<file path="src/rtl/seletor_banco.sv">
// Addressable bank of DEPTH hold-or-update entries (load or accumulate) with a clear sweep.
// Write stored at accepting edge; registered read, 1 cycle; busy/ovf registered.
// No backpressure: writes during a clear sweep, or alongside clr_start, are dropped; reads always served.
module seletor_banco #(
  parameter int WIDTH = 8,
  parameter int DEPTH = 4,
  localparam int AW = $clog2(DEPTH)
) (
  input  logic             clk,
  input  logic             rst,
  input  logic             wr_en,
  input  logic             wr_mode,
  input  logic [AW-1:0]    wr_addr,
  input  logic [WIDTH-1:0] wr_data,
  input  logic             rd_en,
  input  logic [AW-1:0]    rd_addr,
  input  logic             clr_start,
  output logic [WIDTH-1:0] rd_data,
  output logic             rd_valid,
  output logic             busy,
  output logic             ovf
);

  typedef enum logic {
    IDLE  = 1'b0,
    CLEAR = 1'b1
  } state_t;

  localparam logic [AW-1:0] LAST_IDX = AW'(DEPTH - 1);

  state_t            state;
  logic [AW-1:0]     ptr;
  logic [WIDTH-1:0]  mem [DEPTH];
  logic [WIDTH:0]    sum;
  logic              wr_acc;
  logic              clr_we;

  // A start request takes precedence over a write issued in the same cycle.
  assign wr_acc = (state == IDLE) && wr_en && !clr_start;
  assign clr_we = (state == CLEAR);

  // One extra bit so the carry out of an accumulate is visible.
  assign sum = {1'b0, mem[wr_addr]} + {1'b0, wr_data};

  // Sweep sequencer: walks ptr over every entry once, busy mirrors the CLEAR state.
  always_ff @(posedge clk or posedge rst) begin
    if (rst) begin
      state <= IDLE;
      ptr   <= '0;
      busy  <= 1'b0;
    end else begin
      case (state)
        IDLE: begin
          if (clr_start) begin
            state <= CLEAR;
            ptr   <= '0;
            busy  <= 1'b1;
          end
        end
        CLEAR: begin
          // clr_start is not looked at here, so a sweep never restarts.
          ptr <= ptr + 1'b1;
          if (ptr == LAST_IDX) begin
            state <= IDLE;
            busy  <= 1'b0;
          end
        end
        default: begin
          state <= IDLE;
          ptr   <= '0;
          busy  <= 1'b0;
        end
      endcase
    end
  end

  // Entry storage: sweep zeroing, otherwise an accepted load or accumulate; all others hold.
  always_ff @(posedge clk or posedge rst) begin
    if (rst) begin
      for (int i = 0; i < DEPTH; i++) begin
        mem[i] <= '0;
      end
    end else if (clr_we) begin
      mem[ptr] <= '0;
    end else if (wr_acc) begin
      mem[wr_addr] <= wr_mode ? sum[WIDTH-1:0] : wr_data;
    end
  end

  // Carry flag pulses only in the cycle after an accepted accumulate.
  always_ff @(posedge clk or posedge rst) begin
    if (rst) begin
      ovf <= 1'b0;
    end else begin
      ovf <= wr_acc && wr_mode && sum[WIDTH];
    end
  end

  // Registered read port; samples storage before this edge's update (read-before-write).
  always_ff @(posedge clk or posedge rst) begin
    if (rst) begin
      rd_data  <= '0;
      rd_valid <= 1'b0;
    end else begin
      rd_valid <= rd_en;
      if (rd_en) begin
        rd_data <= mem[rd_addr];
      end
    end
  end

endmodule

</file>
<file path="config.mk">
export PLATFORM = sky130hd
export DESIGN_NAME = seletor_banco
export DESIGN_NICKNAME = d
export VERILOG_FILES = /design/src/rtl/seletor_banco.sv
export SDC_FILE = /design/constraint.sdc
export NUM_CORES = 1
export LEC_CHECK = 0
export BUFFER_PORTS_ARGS = -buffer_cell sky130_fd_sc_hd__buf_2
export CAP_MARGIN = 5
export CORE_MARGIN = 3
export CORE_UTILIZATION = 50
export DETAILED_ROUTE_END_ITERATION = 10
export PLACE_DENSITY = 0.72
export SLEW_MARGIN = 20
export SYNTH_ARGS = -nofsm -noshare
export SYNTH_HDL_FRONTEND = slang
export SYNTH_SLANG_ARGS = --single-unit
</file>
<file path="constraint.sdc">
create_clock -name clk -period 2.6 [get_ports clk]
set_clock_uncertainty 0.15 [all_clocks]
set_input_delay 0.26 -clock clk [delete_from_list [all_inputs] [get_ports clk]]
set_output_delay 0.26 -clock clk [all_outputs]
set_load 0.05 [all_outputs]
</file>
* Word level (Yosys, flattened, before mapping)
Index checks and enable logic that the tools add are counted.
** Word-level totals
- Bits in registers :: 46
- Input port bits :: 18
- Output and inout bits :: 11
** Operators by class
- Add/subtract/negate cells :: 2
- Order comparisons :: 5
- Equality and inequality tests :: 3
- Mux-type cells :: 22
- Bitwise operators :: 6
- Reduce and logical (&&, ||, !) cells :: 9
** Operators by type and width (number)
- 2-to-1 mux 32 bit :: 2
- 2-to-1 mux 8 bit :: 7
- AND 32 bit :: 1
- binary-select mux 8 bit (select 2 bit) :: 2
- bitwise mux 32 bit :: 1
- demux 8 bit (select 2 bit) :: 2
- NOT 32 bit :: 1
- adder 8 x 8 -> 9 bit :: 1
- >= comparator 3 bit, second input constant :: 3
- NOT 2 -> 3 bit :: 3
- logical AND 1 bit :: 6
- < comparator 3 x 1 -> 1 bit, second input constant :: 2
- 2-to-1 mux 1 bit :: 4
- case mux 1 bit (2 select lines) :: 2
- case mux 2 bit (2 select lines) :: 1
- adder 2 x 1 -> 2 bit, second input constant :: 1
- equality test 2 bit, second input constant :: 1
- 2-to-1 mux 2 bit :: 1
- inequality test 2 x 1 -> 1 bit, second input constant :: 1
- inequality test 2 bit, second input constant :: 1
- AND reduction 2 bit :: 1
- nonzero test 2 bit :: 1
- logical NOT 1 bit :: 1
- NOT 1 bit :: 1

* Depth between registers and ports, before layout
- Word-level depth :: 9
- Depth in mapped cells :: 9

* Least setup slack after synthesis
Ideal clock, no wire load.
- Path type :: input to register
- Start point :: in wr_addr[0]
- End point :: reg mem[14] in the netlist's numbering
- Arrival time :: 2468 ps
- Required time :: 2384 ps
- Path slack :: -84 ps
- Stages :: 9
- Buffers on the path :: 1
- Cells stage by stage :: buf_2 mux4_2 ha_1 fa_1 a211o_1 a211o_1 nand3_1 nand3_1 nand2_1
** On the way
- Longest elaborated chain between the ends :: 9
- Elaborated cells on any way between the ends :: 14
** RTL lines
- start, declared :: line 13 : input logic [AW-1:0] wr_addr,
- NOT 2 -> 3 bit (*) :: line 43, 86
- binary-select mux 8 bit (select 2 bit) :: line 43 : assign sum = {1'b0, mem[wr_addr]} + {1'b0, wr_data};
- 2-to-1 mux 8 bit (implied by the code) (2 in a row) :: line 43
- adder 8 x 8 -> 9 bit :: line 43
- 2-to-1 mux 8 bit :: line 86 : mem[wr_addr] <= wr_mode ? sum[WIDTH-1:0] : wr_data;
- bitwise mux 32 bit (*) :: line 86
- 2-to-1 mux 32 bit (*) :: line 85 : end else if (wr_acc) begin
- 2-to-1 mux 32 bit (*) :: line 83 : end else if (clr_we) begin
- end signal, assigned by index :: line 86
- end, declared :: line 33 : logic [WIDTH-1:0] mem [DEPTH];
Mark *: on every way between the ends. The rest lies on a longest branch, timed or not. The select of a mux whose other input is x is not followed.
A chain may end at the register's enable or synchronous reset.

* Final worst setup path
- Start point :: reg mem[9] in the netlist's numbering
- End point :: reg mem[15] in the netlist's numbering
** On the way
- Longest elaborated chain between the ends :: 8
** RTL lines (line)
- binary-select mux 8 bit (select 2 bit) :: 43
- 2-to-1 mux 8 bit (implied by the code) (2 in a row) :: 43
- adder 8 x 8 -> 9 bit :: 43
- 2-to-1 mux 8 bit :: 86
- bitwise mux 32 bit :: 86
- 2-to-1 mux 32 bit :: 85
- 2-to-1 mux 32 bit :: 83
No other way between the ends. The select of a mux whose other input is x is not followed.

==> results.py <==
metrics = {
    "outcome": {
        "status": "completed",
    },
    "die": {
        "dieWidth_um": 78.3,
        "core_sq_um": 4880,
        "dieArea_sq_um": 6130,
        "floorplan.initialDensity_pct": 53.6,
        "fp-row-count": 25,
        "fp.dieH_um": 78.3,
        "boundaryPins": 29,
    },
    "finish": {
        "num-nets-final": 314,
        "drive_gt1_share_pct": 35.9,
        "num-fill-cells": 395,
        "postLayoutCoreUtil_pct": 65.5,
        "final_common_cell": "dfrtp_1",
        "final_cell_mix": "dfrtp_1 (46), nand3_1 (33), buf_2 (28), buf_4 (21), o21ai_1 (19)",
        "syn2layout_area_growth_pct": 22.2,
        "antennaDiodeCount": 0,
    },
    "power": {
        "total_leakage_power_nw": 1.53,
        "p_per_area_nw_per_um2": 754,
        "max-vdd-ir-drop_v": 0.000527,
        "finalPower_mw": 2.41,
    },
    "detailed_routing": {
        "ant_nets": 0,
        "routed_via_density": 5.87,
        "m1WireLength_mm": 2.87,
        "drtPass1Iterations": 4,
        "met2_length_mm": 2.99,
        "routed.top_layer": "met4",
        "wirelength_mm": 6.37,
        "drt-initial-drc-count": 211,
        "route.detailed.drc": 0,
        "wire_per_inst_um": 18.1,
        "dr_wl_met3_um": 402,
        "vias": 2060,
    },
    "clocking": {
        "htree_levels": 2,
        "cts_tree": "built",
        "numCtsBuffers": 5,
        "clockBufferDepth": 2,
        "clk_pin_slew_ns": 0.09,
        "clkLatencyLatePin_ns": 0.30,
        "clockRootBuffer": "clkbuf_8",
        "clock_sinks": 46,
    },
    "job": {
        "maxCapViolCount": 0,
    },
    "placement": {
        "port_buffers": 28,
        "gp_congestion": 0.882,
        "dp_hpwl_mm": 4.61,
    },
    "hold_path": {
        "worstHoldStart": "clr_start",
        "min_path_type": "primary input to flop",
    },
    "critical_path": {
        "cp-start-kind": "flop",
        "crit_required_ns": 2.62,
        "cp_slowest_cell": "mux4_2",
        "crit_chain": "mux4_2 -> ha_4 -> a211oi_2 -> nor3_2 -> or3_4 -> a31oi_4 -> o21ai_1",
        "crit_arrival_ns": 2.57,
        "slowest_delay_ns": 0.53,
        "crit_fanout": 4,
        "end_kind": "flop",
        "crit_start": "mem[9]",
        "criticalPathCategory": "flop to flop",
        "r2r_start": "mem[9]",
    },
    "synth": {
        "ys_types": 37,
        "ys_ff_latch": 46,
        "synth_top_area_cell": "dfrtp_1",
        "synth_fp_nets": 265,
        "synth.area.top_cells": "dfrtp_1 (44%), mux4_2 (14%), nand3_1 (6.5%), ha_1 (5.7%), mux2_2 (3.9%)",
        "syn_avg_cell_area_sq_um": 11.2,
        "async_reset_ff_share_pct": 100,
        "yosys.area.top_type_share_pct": 44.0,
        "seq_area_frac_synth_pct": 44.0,
        "postSynthCellCount": 234,
        "dominantRegCellSynth": "dfrtp_1",
        "yosysWarningCount": 0,
        "synth_edf_count": 0,
        "synth_area_sq_um": 2620,
    },
    "timing": {
        "finalSetupViolCount": 0,
        "holdWs_ns": 0.0488,
        "min_period_ns": 2.55,
        "rsz0062_at_grt": "true",
        "setup-tns-final_ns": 0,
        "worstMarginPinSlew_ns": 0.484,
        "fin_crit_sh_pct": 98.0,
        "hold_violations": 0,
        "maxSlewViolCount": 0,
        "worst_slew_margin_rel_pct": 67.6,
        "fmax_mhz": 392,
    },
    "grt": {
        "grt_pass1_wl_mm": 10.6,
        "grt_overflow": 0,
        "antenna_found_initial": 0,
        "grt_max_degree": 28,
        "track_usage_pct": 22.6,
        "grt_pass1_vias": 2088,
    },
}
-- power by group --
group / switching (mW) / internal, mW
combinational: 0.539 / 0.380
sequential: 0.109 / 0.853
clock: 0.245 / 0.283
-- registers in the layout, indices dropped and copies added, names as in the netlist --
| register | cells |
|---|---|
| mem | 32 |
| rd_data | 8 |
| ptr | 2 |
| busy | 1 |
| clr_we | 1 |
| ovf | 1 |
| rd_valid | 1 |
-- area by class of cell --
cell class / instances / area [sq um] / share of cell area, %
Tap cell: 67 / 83.8 / 2.62
Clock buffer: 5 / 68.8 / 2.15
Inverter: 8 / 30.0 / 0.940
Timing Repair Buffer: 53 / 359 / 11.2
Multi-Input combinational cell: 169 / 1460 / 45.8
Clock inverter: 3 / 40.0 / 1.25
Sequential cell: 46 / 1150 / 36.0
-- cells by family after synthesis --
| group | Yosys count | synth area share [%] |
|---|---|---|
| buf+inv | 19 | 3.25 |
| compound gates | 51 | 12.0 |
| xor+xnor | 3 | 1.00 |
| mux | 29 | 19.2 |
| flops | 46 | 44.0 |
| simple gates | 73 | 14.1 |
| fa+ha+maj | 13 | 6.51 |
-- metrics by stage --
stage | setup WS [ns] | cell area (sq um) | instances
floorplan | 0.000964 | 2620 | 234
global placement | -0.179 | 2970 | 340
detailed placement | -0.217 | 2970 | 340
CTS | 0.00636 | 3110 | 349
global route | -0.0179 | 3190 | 351
finish | 0.0517 | 3190 | 351
-- worst max-delay path, delay by kind of cell (launching register included) --
family	cells	cell delay, ns
AOI/OAI and AO/OA	3	0.61
adders and majority gates	1	0.24
DFF	1	0.40
muxes	1	0.53
and+or+nand+nor	2	0.49
-- routing by layer --
layer,up-vias,track usage [%]
met2,66,34.6
met5,-,0
li1,971,-
met3,9,4.59
met4,0,8.22
met1,1014,32.0
-- cell usage after synthesis (2+ instances only) --
cell      count
nor3_1        3
a211oi_1      2
xnor2_1       2
mux2i_1       4
a21oi_1       7
o21ai_0      11
mux4_2       16
mux2_2        9
or3_1         3
inv_1         8
clkbuf_1      4
a211o_1       2
nor2_1        4
nor2b_1       3
dfrtp_1      46
nand2b_1      3
o21ai_1      17
nor3b_1       2
buf_2         5
a21o_1        4
nand2_1      18
nand3_1      34
ha_1         12
or3b_4        2
-- worst paths after layout --
check                              to  slack [ns]  cells after the start
max in group asynchronous      mem[2]        1.24                      4
min in group asynchronous  rd_data[5]        0.35                      3
hold / removal                 ptr[1]        0.05                      2
hold reg to reg                  busy        0.34                      2
setup / recovery              mem[15]        0.05                      7
setup reg to reg              mem[15]        0.05                      7
-- what timing repair did --
action / in CTS / in global routing
hold buffers: 1 / 0
gates cloned: 0 / 0
hold endpoints to repair: 19 / 0
endpoints found under the setup margin: 11 / 17
setup buffers: 0 / 2
pin swaps: 0 / 6
gates resized for setup: 4 / 12
(Power assumes the default switching activity.)
